**config.mk**
```make
export PLATFORM = sky130hd
export DESIGN_NAME = full_adder_1_flat
export DESIGN_NICKNAME = d
export VERILOG_FILES = /design/src/rtl/full_adder_pkg.sv /design/src/rtl/full_adder_1_if.sv /design/src/rtl/full_adder_cell.sv /design/src/rtl/full_adder_1.sv /design/src/flat_wrapper.sv
export SDC_FILE = /design/constraint.sdc
export NUM_CORES = 1
export LEC_CHECK = 0
export CORE_AREA = 2 2 39 41
export CTS_CLUSTER_SIZE = 25
export DETAILED_ROUTE_END_ITERATION = 8
export DIE_AREA = 0 0 41 43
export PLACE_DENSITY = 0.3
export SYNTH_ARGS = -nofsm -noshare
export SYNTH_HDL_FRONTEND = slang
export SYNTH_SLANG_ARGS = --single-unit
export TNS_END_PERCENT = 5
```
**constraint.sdc**
```tcl
create_clock -name clk -period 1 [get_ports clk]
set_clock_uncertainty 0.15 [all_clocks]
set_input_delay 0.1 -clock clk [delete_from_list [all_inputs] [get_ports clk]]
set_output_delay 0.1 -clock clk [all_outputs]
set_load 0.1 [all_outputs]
```
**src/rtl/full_adder_pkg.sv**
```systemverilog
// Shared constants and result type for the registered ripple-carry adder.
package full_adder_pkg;

    localparam int unsigned FA_DEFAULT_WIDTH = 1;

    // {carry, sum} for the default-width adder.
    typedef struct packed {
        logic                        carry;
        logic [FA_DEFAULT_WIDTH-1:0] sum;
    } fa_result_t;

endpackage

```
**src/rtl/full_adder_1_if.sv**
```systemverilog
// Operand/result bundle for full_adder_1; master drives operands, slave returns results.
interface full_adder_1_if import full_adder_pkg::*; #(
    parameter int unsigned WIDTH = FA_DEFAULT_WIDTH
) ();

    logic             in_valid;
    logic [WIDTH-1:0] a;
    logic [WIDTH-1:0] b;
    logic             c;
    logic [WIDTH-1:0] sum;
    logic             carry;
    logic             out_valid;

    modport master (
        output in_valid, a, b, c,
        input  sum, carry, out_valid
    );

    modport slave (
        input  in_valid, a, b, c,
        output sum, carry, out_valid
    );

endinterface

```
**src/rtl/full_adder_cell.sv**
```systemverilog
// Combinational 1-bit full adder cell; one link of the ripple chain.
module full_adder_cell (
    input  logic a,
    input  logic b,
    input  logic cin,
    output logic s,
    output logic cout
);

    assign s    = a ^ b ^ cin;
    assign cout = (a & b) | (a & cin) | (b & cin);

endmodule

```
**src/rtl/full_adder_1.sv**
```systemverilog
// Registered ripple-carry adder: {carry, sum} = a + b + c, one clock of latency.
module full_adder_1 import full_adder_pkg::*; #(
    parameter int unsigned WIDTH = FA_DEFAULT_WIDTH
) (
    input logic           clk,
    input logic           rst_n,
    full_adder_1_if.slave bus
);

    logic [WIDTH:0]   k;
    logic [WIDTH-1:0] s;

    logic [WIDTH-1:0] sum_q;
    logic             carry_q;
    logic             out_valid_q;

    assign k[0] = bus.c;

    for (genvar i = 0; i < WIDTH; i++) begin : g_chain
        full_adder_cell u_cell (
            .a    (bus.a[i]),
            .b    (bus.b[i]),
            .cin  (k[i]),
            .s    (s[i]),
            .cout (k[i+1])
        );
    end

    // Results only move on an accepted input; idle cycles hold sum/carry.
    always_ff @(posedge clk or negedge rst_n) begin
        if (!rst_n) begin
            sum_q       <= '0;
            carry_q     <= 1'b0;
            out_valid_q <= 1'b0;
        end else begin
            out_valid_q <= bus.in_valid;
            if (bus.in_valid) begin
                sum_q   <= s;
                carry_q <= k[WIDTH];
            end
        end
    end

    assign bus.sum       = sum_q;
    assign bus.carry     = carry_q;
    assign bus.out_valid = out_valid_q;

endmodule

```
**src/flat_wrapper.sv**
```systemverilog
// flat-port wrapper written by rule: the top's interface ports become plain ports
module full_adder_1_flat import full_adder_pkg::*;
#(
    parameter int unsigned WIDTH = FA_DEFAULT_WIDTH
)
  (clk, rst_n, bus_in_valid, bus_a, bus_b, bus_c, bus_sum, bus_carry, bus_out_valid);
  full_adder_1_if #(.WIDTH(WIDTH)) bus_i ();
  input logic clk;
  input logic rst_n;
  input wire logic [$bits(bus_i.in_valid)-1:0] bus_in_valid;
  input wire logic [$bits(bus_i.a)-1:0] bus_a;
  input wire logic [$bits(bus_i.b)-1:0] bus_b;
  input wire logic [$bits(bus_i.c)-1:0] bus_c;
  output wire logic [$bits(bus_i.sum)-1:0] bus_sum;
  output wire logic [$bits(bus_i.carry)-1:0] bus_carry;
  output wire logic [$bits(bus_i.out_valid)-1:0] bus_out_valid;
  assign bus_i.in_valid = bus_in_valid;
  assign bus_i.a = bus_a;
  assign bus_i.b = bus_b;
  assign bus_i.c = bus_c;
  assign bus_sum = bus_i.sum;
  assign bus_carry = bus_i.carry;
  assign bus_out_valid = bus_i.out_valid;
  full_adder_1 #(.WIDTH(WIDTH)) u_core (.clk(clk), .rst_n(rst_n), .bus(bus_i));
endmodule
```
-- After elaboration in Yosys (flattened, before gate mapping)
Index checks and enable logic that the tools add are counted.
- register bits after elaboration: 3
- logic and storage cells: 10
- bitwise gates (word level): 7
- operators with widths (cell ; number):
    1-bit bitwise AND ; 3
    1-bit OR ; 2
    1-bit XOR ; 2

-- Depth between registers and ports, before layout
- depth in word-level cells: 3
- depth in mapped cells: 2
- gate-level depth less buffers: 2

-- Hierarchy
From an unflattened synthesis, not the netlist that was laid out.
- cell total of the unflattened synthesis: 6
- area total of the unflattened synthesis: 117.6 µm²
- modules (own cells, without submodules) (module ; instances ; cells an instance ; area each (µm²) ; sequential area each (µm²)):
    full_adder_1 ; 1 ; 5 ; 97.6 ; 75.1
    full_adder_cell ; 1 ; 1 ; 20.0 ; 0.0

-- Worst setup path before layout
No wires, ideal clock.
- kind: register to register
- start point: register, netlist name u_core.bus.carry
- end point: register u_core.carry_q (netlist: u_core.bus.carry)
- library setup time: 0.125 ns
- arrival time: 1.130 ns
- path slack: -0.406 ns
- stages on the path, launching flop included: 2
- buffers on the path: 0
- clock period less this slack: 1.406 ns
- cells stage by stage: dfrtp_1 mux2_2
- RTL lines (element ; line ; text):
    to (signal assigned) ; full_adder_1.sv:39 ; carry_q <= k[WIDTH];
    to (decl) ; full_adder_1.sv:14 ; logic carry_q;

-- Final worst setup path
- start point: register u_core.carry_q (netlist: u_core.bus.carry)
- end point: output bus_carry
- RTL lines (element ; line ; text):
    to (decl) ; flat_wrapper.sv:15 ; output wire logic [$bits(bus_i.carry)-1:0] bus_carry;
No word-level cell between the ends.

==> impl_metrics.py <==
metrics = {
    "power": {
        "irDropWorstVdd_uv": 318.5,
        "p_sw_mw": 0.2113,
        "internal_power_mw": 0.3860,
        "pwr-share-clk_pct": 34.9,
        "combPwrFrac_pct": 37.8,
        "cellLeakagePower_nw": 0.1216,
        "pwr-share-seq_pct": 27.2,
        "cellPowerDensity_mw_per_mm2": 2103,
        "p_sw_share_pct": 35.37,
        "power.total_mw": 0.5973,
    },
    "grt": {
        "antenna_found_initial": 0,
        "grt-ovfl-total": 0,
        "gr-usage-all-layers_pct": 4.733,
        "grt_pass1_vias": 122,
        "grt_pass1_wl_microns": 462,
        "grt_max_degree": 4,
    },
    "finish": {
        "diodes": 0,
        "drive_above_1_share_pct": 63.16,
        "finalNonFillerCells": 35,
        "fill_cells": 152,
        "final_nets": 27,
        "area_delta_synth_final_pct": 141.5,
    },
    "sta": {
        "tightest_slew_ns": 0.1500,
        "setup_violations": 5,
        "hold_viol": 0,
        "relSlewSlack_pct": 89.97,
        "drv_slew": 0,
        "fin_ws_ns": -0.1329,
        "finalCriticalPeriod_ns": 1.133,
        "fin_tns_setup_ns": -0.3303,
        "rsz0062_at_grt": "true",
        "min_period_over_period_pct": 113.3,
        "fmaxAchievable_mhz": 882.7,
    },
    "worst_setup_path": {
        "cp-start-kind": "register",
        "slowest_delay_ns": 0.48,
        "cp.required_ns": 0.75,
        "end_kind": "output port",
        "path_max_fanout": 2,
        "critPathKind": "reg2out",
        "critical_path_depth": 1,
        "cp.arrival_ns": 0.88,
        "crit_chain": "buf_12",
        "cp_top_family": "flip-flops",
        "slowest_stage": "dfrtp_4",
        "rr_worst_depth": 1,
        "cp_num_buf_inv": 1,
    },
    "die": {
        "die_width_microns": 41,
        "boundaryPins": 9,
        "core_area_sq_mm": 0.001384,
        "die_area_sq_mm": 0.001763,
        "die_h_microns": 43,
        "initial_core_util_pct": 8.499,
        "rows": 14,
    },
    "clock_network": {
        "cts_num_sinks": 3,
        "cts_root_buf": "clkbuf_4",
        "cts_buffers": 3,
        "htree_levels": 1,
        "clockBufferDepth": 2,
        "post_cts_buffers": 0,
        "clock_latency_ns": 0.23,
        "cts_tree": "yes",
        "path_clk_slew_ns": 0.04,
    },
    "synth": {
        "synth_top_family_by_area": "multiplexers",
        "ys_seq_area_share_pct": 63.83,
        "synth_compound_area_share_pct": 0,
        "synth-simple-area-share_pct": 0,
        "synth.distinct_cells": 3,
        "yosys.area_share.xor_xnor_pct": 0,
        "yosysTopAreaCell": "dfrtp_1",
        "synthCells": 6,
        "syn-cell-area_sq_um": 117.6,
        "synth_fp_nets": 13,
        "synthTopCellsByArea": "dfrtp_1 64%, mux2_2 19%, fa_1 17%",
        "yosys_warnings": 0,
        "synth_top_cell_area_share_pct": 63.83,
        "ys_ff_latch": 3,
        "synth_fa_ha_area_share_pct": 17.02,
        "synth.area.mux_share_pct": 19.15,
        "avgSynthCellArea_sq_um": 19.60,
    },
    "place": {
        "portBuffers": 8,
        "dp_cells": 30,
        "gp_congestion": 0.5211,
    },
    "drt": {
        "first_iter_violations": 1,
        "vias": 99,
        "vias_per_cell": 2.829,
        "routedWlPerCell_microns": 8.457,
        "drc_errors": 0,
        "drt_pass1_iterations": 2,
        "wl_microns": 296,
        "drtAntennaViolNets": 0,
    },
    "run_status": {
        "status": "complete, but fails checks",
        "violations": "negative setup slack",
    },
    "run": {
        "maxCapViolCount": 0,
    },
    "min_path": {
        "hold_path_depth": 1,
        "min_path_type": "in2reg",
    },
}
[Yosys cell counts, drive strengths merged]
library cell and n:
dfrtp 3, mux2 2, fa 1
[cells by family after synthesis]
logic type / Yosys count
flops: 3
mux: 2
fa+ha+maj: 1
[per-stage QoR]
| stage | worst slack [ns] | utilization, % | hold WS, ns | cell area, sq um |
|---|---|---|---|---|
| final | -0.1329 | 20.52 | 0.04271 | 284.0 |
| after detailed placement | -0.5795 | 18.44 | 0.1490 | 255.2 |
| after global routing | -0.1655 | 20.52 | 0.04753 | 284.0 |
| after global placement | -0.5542 | 18.44 | 0.1520 | 255.2 |
| after floorplan | -0.1705 | - | -0.3456 | 125.1 |
| after CTS | -0.1493 | 20.52 | 0.03974 | 284.0 |
[per-layer routing]
layer | GRT usage (%) | part of all wire [%] | vias up
li1 | - | - | 45
met1 | 2.597 | 26 | 46
met2 | 6.563 | 57 | 6
met3 | 3.141 | 14 | 2
met4 | 8.000 | 2.4 | 0
met5 | 0 | 0 | -
[layout make-up]
type	count	area, sq um	area share, %
sequential	3	82.58	29.07
clock buffer	4	26.28	9.251
multi-input combinational	3	46.29	16.30
timing repair buffer	9	108.9	38.33
tap	16	20.02	7.048
[placed cells by master, fill, tap and decap left out, types with 2 or more instances in the layout]
cell type,n
clkbuf_4,3
buf_12,3
buf_2,2
dfrtp_4,2
[state kept, by name, summed over array words and instances (netlist names)]
register and cells:
u_core.bus.out_valid 1, u_core.bus.carry 1, u_core.bus.sum 1
[power groups by stage]
stage / clock, mW / combinational (mW) / sequential (mW)
after floorplan: 0 / 0.0159 / 0.269
after global placement: 0 / 0.226 / 0.164
after detailed placement: 0 / 0.226 / 0.165
after CTS: 0.222 / 0.229 / 0.163
after global routing: 0.242 / 0.234 / 0.166
final: 0.209 / 0.226 / 0.163
[timing repair]
action                                 CTS  global route
pin swaps                                1             0
hold buffers                             1             0
cloned                                   0             0
endpoints found under the hold margin    3             0
setup endpoints to repair                5             5
resized for setup                       12             0
[final timing paths]
check                                                  start  slack, ns                             end
worst max-delay path            u_core.bus.carry$_DFFE_PN0P_      -0.13                       bus_carry
worst min-delay path                            bus_in_valid       0.04  u_core.bus.out_valid$_DFF_PN0_
worst max register to register    u_core.bus.sum$_DFFE_PN0P_      -0.02      u_core.bus.sum$_DFFE_PN0P_
worst min register to register  u_core.bus.carry$_DFFE_PN0P_       0.44    u_core.bus.carry$_DFFE_PN0P_
max in group asynchronous                              rst_n       0.08      u_core.bus.sum$_DFFE_PN0P_
min in group asynchronous                              rst_n       0.45    u_core.bus.carry$_DFFE_PN0P_
Power figures use the tool's default switching activity.
